### src/rtl/ips2l_pcie_dma_mwr_tlp_sched.sv
// Splits one DMA write job into MWr TLPs bounded by max payload size and 4 KB host pages.
// Latency: start -> o_tlp_req in 2 cycles; i_tlp_last -> next o_tlp_req in 3 cycles, or -> o_dma_done in 2 cycles.
// Backpressure: each TLP holds o_tlp_req/addr/length until i_tlp_last; no new job is accepted while busy.
//
// Ports: clk/rst_n (async active-low); i_dma_start/i_dma_addr/i_dma_len job request;
//        i_cfg_mps max payload select; i_dma_abort cancels the job; i_tlp_last ends the current TLP;
//        o_tlp_req/o_tlp_addr/o_tlp_length per-TLP request; o_dma_busy/o_dma_done/o_tlp_cnt job status.
module ips2l_pcie_dma_mwr_tlp_sched #(
    parameter int LEN_WIDTH = 20
) (
    input  logic                 clk,
    input  logic                 rst_n,
    input  logic                 i_dma_start,
    input  logic [63:0]          i_dma_addr,
    input  logic [LEN_WIDTH-1:0] i_dma_len,
    input  logic [2:0]           i_cfg_mps,
    input  logic                 i_dma_abort,
    input  logic                 i_tlp_last,
    output logic                 o_tlp_req,
    output logic [63:0]          o_tlp_addr,
    output logic [9:0]           o_tlp_length,
    output logic                 o_dma_busy,
    output logic                 o_dma_done,
    output logic [15:0]          o_tlp_cnt
);

    typedef enum logic [2:0] {IDLE, CALC, REQ, GAP, DONE} state_t;

    // Comparison width wide enough for both the remaining count and an 11-bit page distance.
    localparam int CW = (LEN_WIDTH > 11) ? LEN_WIDTH : 11;

    state_t               state;
    logic [63:0]          addr_r;
    logic [LEN_WIDTH-1:0] rem_r;

    logic [10:0]          mps_dw;
    logic [10:0]          dw_to_4k;
    logic [10:0]          cand;
    logic [CW-1:0]        rem_ext;
    logic [9:0]           tlp_len_nxt;

    // Next TLP length = min(remaining, mps, distance to the next 4 KB page).
    always_comb begin
        case (i_cfg_mps)
            3'b000:  mps_dw = 11'd32;
            3'b001:  mps_dw = 11'd64;
            default: mps_dw = 11'd128;
        endcase
        dw_to_4k = 11'd1024 - {1'b0, addr_r[11:2]};
        cand     = mps_dw;
        if (dw_to_4k < cand) begin
            cand = dw_to_4k;
        end
        rem_ext = CW'(rem_r);
        // Only taken when rem_r < cand <= 128, so the low bits hold the whole value.
        if (rem_ext < CW'(cand)) begin
            cand = rem_ext[10:0];
        end
        tlp_len_nxt = cand[9:0];
    end

    always_ff @(posedge clk or negedge rst_n) begin
        if (!rst_n) begin
            state        <= IDLE;
            addr_r       <= '0;
            rem_r        <= '0;
            o_tlp_req    <= 1'b0;
            o_tlp_addr   <= '0;
            o_tlp_length <= '0;
            o_dma_busy   <= 1'b0;
            o_dma_done   <= 1'b0;
            o_tlp_cnt    <= '0;
        end else if (i_dma_abort && state != IDLE) begin
            // Abort wins over a coincident i_tlp_last; the TLP count is left as-is.
            state      <= IDLE;
            o_tlp_req  <= 1'b0;
            o_dma_busy <= 1'b0;
            o_dma_done <= 1'b0;
        end else begin
            case (state)
                IDLE: begin
                    if (i_dma_start && i_dma_len != '0) begin
                        addr_r     <= i_dma_addr & ~64'h3;
                        rem_r      <= i_dma_len;
                        o_tlp_cnt  <= '0;
                        o_dma_busy <= 1'b1;
                        state      <= CALC;
                    end
                end
                CALC: begin
                    o_tlp_length <= tlp_len_nxt;
                    o_tlp_addr   <= addr_r;
                    o_tlp_req    <= 1'b1;
                    state        <= REQ;
                end
                REQ: begin
                    if (i_tlp_last) begin
                        addr_r    <= addr_r + {52'd0, o_tlp_length, 2'b00};
                        rem_r     <= rem_r - LEN_WIDTH'(o_tlp_length);
                        o_tlp_cnt <= o_tlp_cnt + 16'd1;
                        o_tlp_req <= 1'b0;
                        state     <= GAP;
                    end
                end
                GAP: begin
                    // One idle cycle so every TLP gets its own rising edge of o_tlp_req.
                    if (rem_r == '0) begin
                        o_dma_done <= 1'b1;
                        state      <= DONE;
                    end else begin
                        state <= CALC;
                    end
                end
                DONE: begin
                    o_dma_done <= 1'b0;
                    o_dma_busy <= 1'b0;
                    state      <= IDLE;
                end
                default: begin
                    state <= IDLE;
                end
            endcase
        end
    end

endmodule

### config.mk
export PLATFORM = sky130hd
export DESIGN_NAME = ips2l_pcie_dma_mwr_tlp_sched
export DESIGN_NICKNAME = d
export VERILOG_FILES = /design/src/rtl/ips2l_pcie_dma_mwr_tlp_sched.sv
export SDC_FILE = /design/constraint.sdc
export NUM_CORES = 1
export LEC_CHECK = 0
export ABC_AREA = 0
export BUFFER_PORTS_ARGS = -buffer_cell sky130_fd_sc_hd__buf_2
export CAP_MARGIN = 20
export CORE_MARGIN = 2
export CORE_UTILIZATION = 58
export CTS_BUF_LIST = sky130_fd_sc_hd__clkbuf_2 sky130_fd_sc_hd__clkbuf_4 sky130_fd_sc_hd__clkbuf_8
export DETAILED_ROUTE_END_ITERATION = 7
export GPL_TIMING_DRIVEN = 0
export PLACE_DENSITY_LB_ADDON = 0.25
export SETUP_SLACK_MARGIN = 0.15
export SYNTH_ARGS = -nofsm -noshare
export SYNTH_HDL_FRONTEND = slang
export SYNTH_SLANG_ARGS = --single-unit
export TNS_END_PERCENT = 50
### constraint.sdc
create_clock -name clk -period 5.85 [get_ports clk]
set_input_delay 1.17 -clock clk [delete_from_list [all_inputs] [get_ports clk]]
set_output_delay 1.17 -clock clk [all_outputs]
set_load 0.01 [all_outputs]
==> run summary, run 1 <==
warning count from the yosys run = 0
Critical Path RT = 6.23 ns
port buffer count = 180
Clock Latency Late Sink = 0.49 ns
Post-synth EDFFs = 0
Die Wd = 137 µm
Final Hold Fails = 0
kind of end point of the critical path = flip-flop
run status = finished clean
via count of the first global-routing pass = 9855
Synth Area in Simple Gates = 25.0%
Max VDD drop = 0.269 mV
total CTS buffers = 17
Initial Utilization = 59.5%
WL final = 35100 µm
H-tree level count = 4
MaxCap Viol Count = 0
Sequential Area = 4400 µm²
die area = 18900 µm²
fraction of the mapped netlist area in adder cells = 4.51%
critical-path cell list = nor3_1 -> nand2_1 -> or3_1 -> xor2_1 -> ha_1 -> o21ai_0 -> a211oi_1 -> nor4_2 -> buf_6 -> nand3_1 -> ha_1 -> nand3_1 -> nor4_4 -> nand2_1 -> o211ai_2 -> buf_6 -> mux2i_1 -> mux2_2
worst hold path type = reg -> reg
post-synth top area share = 42.7%
DRT Pass-1 Iters = 6
dpl hpwl = 25200 µm
worst stage delay on the critical path = 0.46 ns
Synth Area in Compound Gates = 20.3%
Critical Path Fanout Max = 10
post-CTS setup buffers = 0
pin count of the biggest net entering global routing = 124
final setup violation count = 0
Routability Congestion = 0.978
Post-Syn Area = 10300 µm²
Place WS = 1.07 ns
xor/xnor share of the synthesized area = 2.12%
fmax = 213 MHz
RSZ-0062 raised after global routing = false
mux share of post-synthesis cell area = 1.33%
largest family of logic cells by synthesized area = simple AND/OR/NAND/NOR gates
top-count cell post-synth = nand2_1
design area = 11900 µm²
most area-consuming cells after synthesis = dfrtp_1 43%, nand2_1 9.2%, ha_1 4.1%
CTS Hold Buffers Added = 0
Residual DRC = 0
CTS tree = done
boundary pin count = 185
final design utilization = 68.8%
initial antenna violation count = 0
leading area contributor after synthesis = dfrtp_1
worst slew pin tran = 1.03 ns
GR Overflow Total = 0
chip height = 137 µm
CP delay by family, top = simple AND/OR/NAND/NOR gates
global-route wire length before repair = 53300 µm
core box area = 17400 µm²
max-slew violations = 0
Post-Syn Instances = 1211
CP max-delay cell = dfrtp_1
most frequent cells after synthesis = 254 x nand2_1, 176 x dfrtp_1, 88 x nor2_1
Syn Area/Cell = 8.52 µm²
relative slew slack = 31.4%
Filler cells = 1504
cell leakage power = 5.54 nW
sequential cell area fraction in the yosys report = 42.7%
Sink Count = 176
total global-route track usage = 37.7%
first-iteration detailed-routing DRC count = 1702
total vias in the final route = 10562
Power Density = 531 nW/µm²
P&R area growth vs syn = 15.6%
Final #Nets = 1542
WS Path Type = reg -> reg
area of the multi-input gates = 5520 µm²
drt wl/cell = 21.2 µm
Yosys reg bits = 176
crit start category = flip-flop
Crit path buffers/inverters = 2
Antenna Violating Nets Remaining = 0
Setup WS post-layout = 1.16 ns
Placed Area = 11600 µm²
crit share post-route = 80.2%
Main synth FF type = dfrtp_1
CTS Buffer Depth = 2
post-CTS sizing = 0
Async S/R FF share, synth = 100%
Tmin final = 4.69 ns
share of layout cells above drive strength 1 = 17.3%
via density per instance = 6.39
Yosys cell types = 79
final clock skew = 0.0182 ns
Setup TNS Final = 0 ns
critical path data arrival time = 5.07 ns
Reg clk slew, reported paths = 0.10 ns
Min Hold Slack = 0.480 ns
# rows = 48
Root Buffer = clkbuf_8
Inserted Diodes = 0
-- final cells by class --
class,instances,area share [%]
flip-flops and latches,176,36.9
multi-input cells,937,46.2
well taps,225,2.36
plain buffers,76,2.63
repair buffers,181,7.86
inverters,25,0.786
clock buffers,17,1.96
clock inverters,15,1.26
-- cell usage in the layout, fill, tap and decap left out, types with 7 or more instances in the layout --
| cell type | synthesis | final |
|---|---|---|
| a211oi_1 | 21 | 21 |
| a21o_1 | 11 | 11 |
| a21oi_1 | 70 | 70 |
| a311oi_1 | 8 | 8 |
| a31oi_1 | 14 | 14 |
| and3_1 | 31 | 31 |
| and4_1 | 7 | 7 |
| buf_2 | 2 | 181 |
| clkbuf_1 | 64 | 64 |
| clkbuf_8 | 0 | 17 |
| dfrtp_1 | 176 | 176 |
| ha_1 | 34 | 34 |
| inv_1 | 25 | 25 |
| mux2i_1 | 7 | 7 |
| nand2_1 | 254 | 254 |
| nand3_1 | 32 | 32 |
| nand4_1 | 35 | 35 |
| nor2_1 | 88 | 88 |
| nor2b_1 | 9 | 9 |
| nor3_1 | 31 | 31 |
| nor4_1 | 11 | 11 |
| o211ai_1 | 11 | 11 |
| o21a_1 | 13 | 13 |
| o21ai_0 | 58 | 58 |
| o22a_1 | 16 | 16 |
| o22ai_1 | 14 | 14 |
| o311ai_0 | 7 | 7 |
| or3_1 | 13 | 13 |
| or4_1 | 7 | 7 |
| xnor2_1 | 11 | 11 |
| xor2_1 | 14 | 14 |
-- logic make-up (layout without fill, tap and decap cells) --
family / count (synthesis) / in the layout
DFF: 176 / 176
AOI/OAI and AO/OA: 309 / 309
xor gates and xnor gates: 25 / 25
other: 2 / 5
buffers and inverters: 101 / 314
muxes: 13 / 13
and+or+nand+nor: 549 / 549
adders and majority gates: 36 / 36
-- tightest hold or removal path, stage by stage, from the launching register on --
cell and delay [ns]:
dfrtp_1 0.35, nand2_1 0.05, nand2_1 0.05
-- per-stage QoR --
step / std cells / power, mW
floorplan: 1214 / 4.22
global placement: 1619 / 5.25
detailed placement: 1620 / 5.36
CTS: 1652 / 6.22
global route: 1652 / 6.73
finish: 1652 / 6.33
-- path summary, 6_finish.rpt --
check | cells past startpoint | endpoint | slack (ns) | start
max | 18 | o_tlp_length[2] | 1.16 | addr_r[4]
min | 2 | o_tlp_addr[22] | 0.48 | o_tlp_addr[22]
max reg2reg | 18 | o_tlp_length[2] | 1.16 | addr_r[4]
min reg2reg | 2 | o_tlp_addr[22] | 0.48 | o_tlp_addr[22]
max in group asynchronous | 2 | addr_r[39] | 4.31 | rst_n
min in group asynchronous | 1 | o_tlp_length[5] | 0.57 | rst_n
-- layer usage --
| metal | global-route usage [%] | routed length [µm] | part of all wire [%] | vias to the layer above |
|---|---|---|---|---|
| met5 | 0 | 0 | 0 | - |
| met3 | 9.09 | 4230 | 12 | 149 |
| met2 | 55.1 | 14900 | 42 | 729 |
| li1 | - | - | - | 4778 |
| met4 | 19.8 | 1730 | 4.9 | 0 |
| met1 | 52.0 | 14200 | 41 | 4906 |
-- power breakdown --
part	leakage [nW]	switching, mW	total, mW	internal (mW)
Combinational	3.21	1.96	3.14	1.18
Clock	0.188	0.517	0.868	0.350
Sequential	2.14	0.580	2.32	1.74
Total	5.54	3.06	6.33	3.27
-- registers in the layout, summed over array words and instances (netlist names) --
register and count:
o_tlp_req 1, o_tlp_cnt 16, o_tlp_addr 62, o_tlp_length 10, addr_r 62, state 3, o_dma_busy 1, rem_ext 20
o_dma_done 1
No activity file was read; power rests on OpenSTA's default activity.
==> run 2, diff against run 1 <==
--- a/config.mk
+++ b/config.mk
@@ -9,7 +9,7 @@
 export BUFFER_PORTS_ARGS = -buffer_cell sky130_fd_sc_hd__buf_2
 export CAP_MARGIN = 20
 export CORE_MARGIN = 2
-export CORE_UTILIZATION = 58
+export CORE_UTILIZATION = 53
 export CTS_BUF_LIST = sky130_fd_sc_hd__clkbuf_2 sky130_fd_sc_hd__clkbuf_4 sky130_fd_sc_hd__clkbuf_8
 export DETAILED_ROUTE_END_ITERATION = 7
 export GPL_TIMING_DRIVEN = 0
==> constraint.sdc (replaced) <==
create_clock -name clk -period 3.95 [get_ports clk]
set_input_delay 0.79 -clock clk [delete_from_list [all_inputs] [get_ports clk]]
set_output_delay 0.79 -clock clk [all_outputs]
set_load 0.01 [all_outputs]
==> run summary, run 2 (synthesis gave the netlist of run 1 again) <==
run status = complete, but fails checks
failing checks = setup timing
Reg clk slew, reported paths = 0.09 ns
relative slew slack = 34.5%
kind of end point of the critical path = flip-flop
sw power = 4.61 mW
Routability Congestion = 0.947
P&R area growth vs syn = 20.0%
Max VDD drop = 0.367 mV
fmax = 239 MHz
final design utilization = 64.3%
Final Hold Fails = 0
Initial Utilization = 53.6%
CTS tree = done
total CTS buffers = 17
Placed Area = 11700 µm²
Min Hold Slack = 0.228 ns
final clock skew = 0.0163 ns
total global-route track usage = 35.1%
Place WS = -0.552 ns
CTS Buffer Depth = 2
Antenna Violating Nets Remaining = 0
die area = 20600 µm²
crit start category = flip-flop
# rows = 51
drt wl/cell = 21.2 µm
Die Wd = 144 µm
Filler cells = 1688
Seq pwr share = 35.7%
via count of the first global-routing pass = 9885
Final #Nets = 1565
switching portion of total power = 47.5%
port buffer count = 180
core box area = 19300 µm²
MaxCap Viol Count = 0
critical path data arrival time = 4.56 ns
worst slew pin tran = 0.983 ns
Tmin final = 4.18 ns
Critical Path RT = 4.32 ns
Clk network pwr share = 13.8%
max-slew violations = 0
Sequential Area = 4410 µm²
Root Buffer = clkbuf_8
dpl hpwl = 25700 µm
WS Path Type = reg -> reg
Inserted Diodes = 0
first-iteration detailed-routing DRC count = 1342
area of the multi-input gates = 5710 µm²
initial antenna violation count = 0
CP delay by family, top = simple AND/OR/NAND/NOR gates
Crit path buffers/inverters = 3
critical-path cell list = nor3_4 -> nand2_2 -> or3_4 -> xor2_4 -> ha_4 -> o21ai_2 -> a211oi_2 -> nor4_4 -> buf_4 -> buf_6 -> nor2_4 -> a21oi_2 -> ha_1 -> nand4_1 -> nor4_4 -> nand2_2 -> o211ai_4 -> buf_6 -> mux2i_1 -> mux2_4
RSZ-0062 raised after global routing = true
GR Overflow Total = 0
Power Density = 785 nW/µm²
pin count of the biggest net entering global routing = 113
chip height = 144 µm
final setup violation count = 10
Pint = 5.10 mW
DRT Pass-1 Iters = 6
total vias in the final route = 10801
cell leakage power = 5.71 nW
Power, Total = 9.72 mW
Critical Path Fanout Max = 6
H-tree level count = 4
design area = 12400 µm²
CP max-delay cell = dfrtp_1
Clock Latency Late Sink = 0.49 ns
WL final = 36300 µm
share of layout cells above drive strength 1 = 20.6%
Logic pwr share = 50.6%
crit share post-route = 106%
CTS Hold Buffers Added = 0
worst stage delay on the critical path = 0.45 ns
Residual DRC = 0
via density per instance = 6.30
Sink Count = 176
worst hold path type = in -> async
Reg2Reg Setup Slack = -0.23 ns
leading cell type in the layout, fill and taps excluded = nand2_1
global-route wire length before repair = 54900 µm
boundary pin count = 185
Setup WS post-layout = -0.235 ns
most frequent cells in the layout = 252 x nand2_1, 181 x buf_2, 172 x dfrtp_1
==> run 2: cell types whose count changed in the layout (fill, tap and decap cells not counted), sizes merged <==
| cell | previous run | this run |
|---|---|---|
| buf | 193 | 216 |
| bufinv | 1 | 2 |
| clkbuf | 81 | 85 |
| clkinv | 3 | 4 |
| inv | 33 | 27 |
==> run 2: repair_timing <==
item,4_1_cts,5_1_grt
hold endpoints to repair,0,0
gates resized for setup,19,15
pin swaps,13,8
endpoints found under the setup margin,10,10
buffers inserted,19,3
gates cloned,1,0
==> run 2: worst reg2reg max path: stages, from the launching register on <==
cell and delay, ns:
dfrtp_1 0.45, nor3_4 0.22, nand2_2 0.07, or3_4 0.36
xor2_4 0.17, ha_4 0.28, o21ai_2 0.05, a211oi_2 0.34
nor4_4 0.07, buf_4 0.17, buf_6 0.13, nor2_4 0.09
a21oi_2 0.04, ha_1 0.28, nand4_1 0.15, nor4_4 0.31
nand2_2 0.12, o211ai_4 0.25, buf_6 0.17, mux2i_1 0.09
mux2_4 0.26
==> run 2: worst paths after layout <==
path,end,depth (start not counted),from
worst max-delay path,o_tlp_length[1],20,addr_r[3]
worst min register to register,o_tlp_addr[42],2,o_tlp_addr[42]
worst min-delay path,o_tlp_length[4],1,rst_n
min in group clk,o_tlp_addr[42],2,o_tlp_addr[42]
max in group asynchronous,addr_r[4],2,rst_n
worst max register to register,o_tlp_length[1],20,addr_r[3]
==> run 2: power by group through the flow <==
stage	clock network, mW	registers (mW)	logic, mW
detailed placement	0	3.44	4.56
finish	1.34	3.47	4.91
floorplan	0	3.35	2.95
CTS	1.34	3.41	4.71
global route	1.41	3.56	5.37
global placement	0	3.42	4.43
==> run 2: cell type report <==
class	count	area share [%]
Clock inverter	11	1.06
Multi-Input combinational cell	937	46.1
Inverter	25	0.758
Buffer	76	2.54
Sequential cell	176	35.6
Clock buffer	21	2.23
Timing Repair Buffer	204	9.00
Tap cell	265	2.68
==> run 2: per-stage QoR <==
stage | cells | TNS [ns]
floorplan | 1214 | -0.197
global placement | 1659 | -142.45
detailed placement | 1660 | -4.42
CTS | 1712 | -1.33
global route | 1715 | -3.48
finish | 1715 | -1.93
==> run 2: metal layers <==
metal | vias to the layer above | GRT usage, % | wire length [µm]
met5 | - | 0 | 0
met4 | 0 | 18.3 | 1910
met3 | 151 | 8.33 | 4040
met2 | 704 | 51.2 | 15600
met1 | 5108 | 48.8 | 14800
li1 | 4838 | - | -
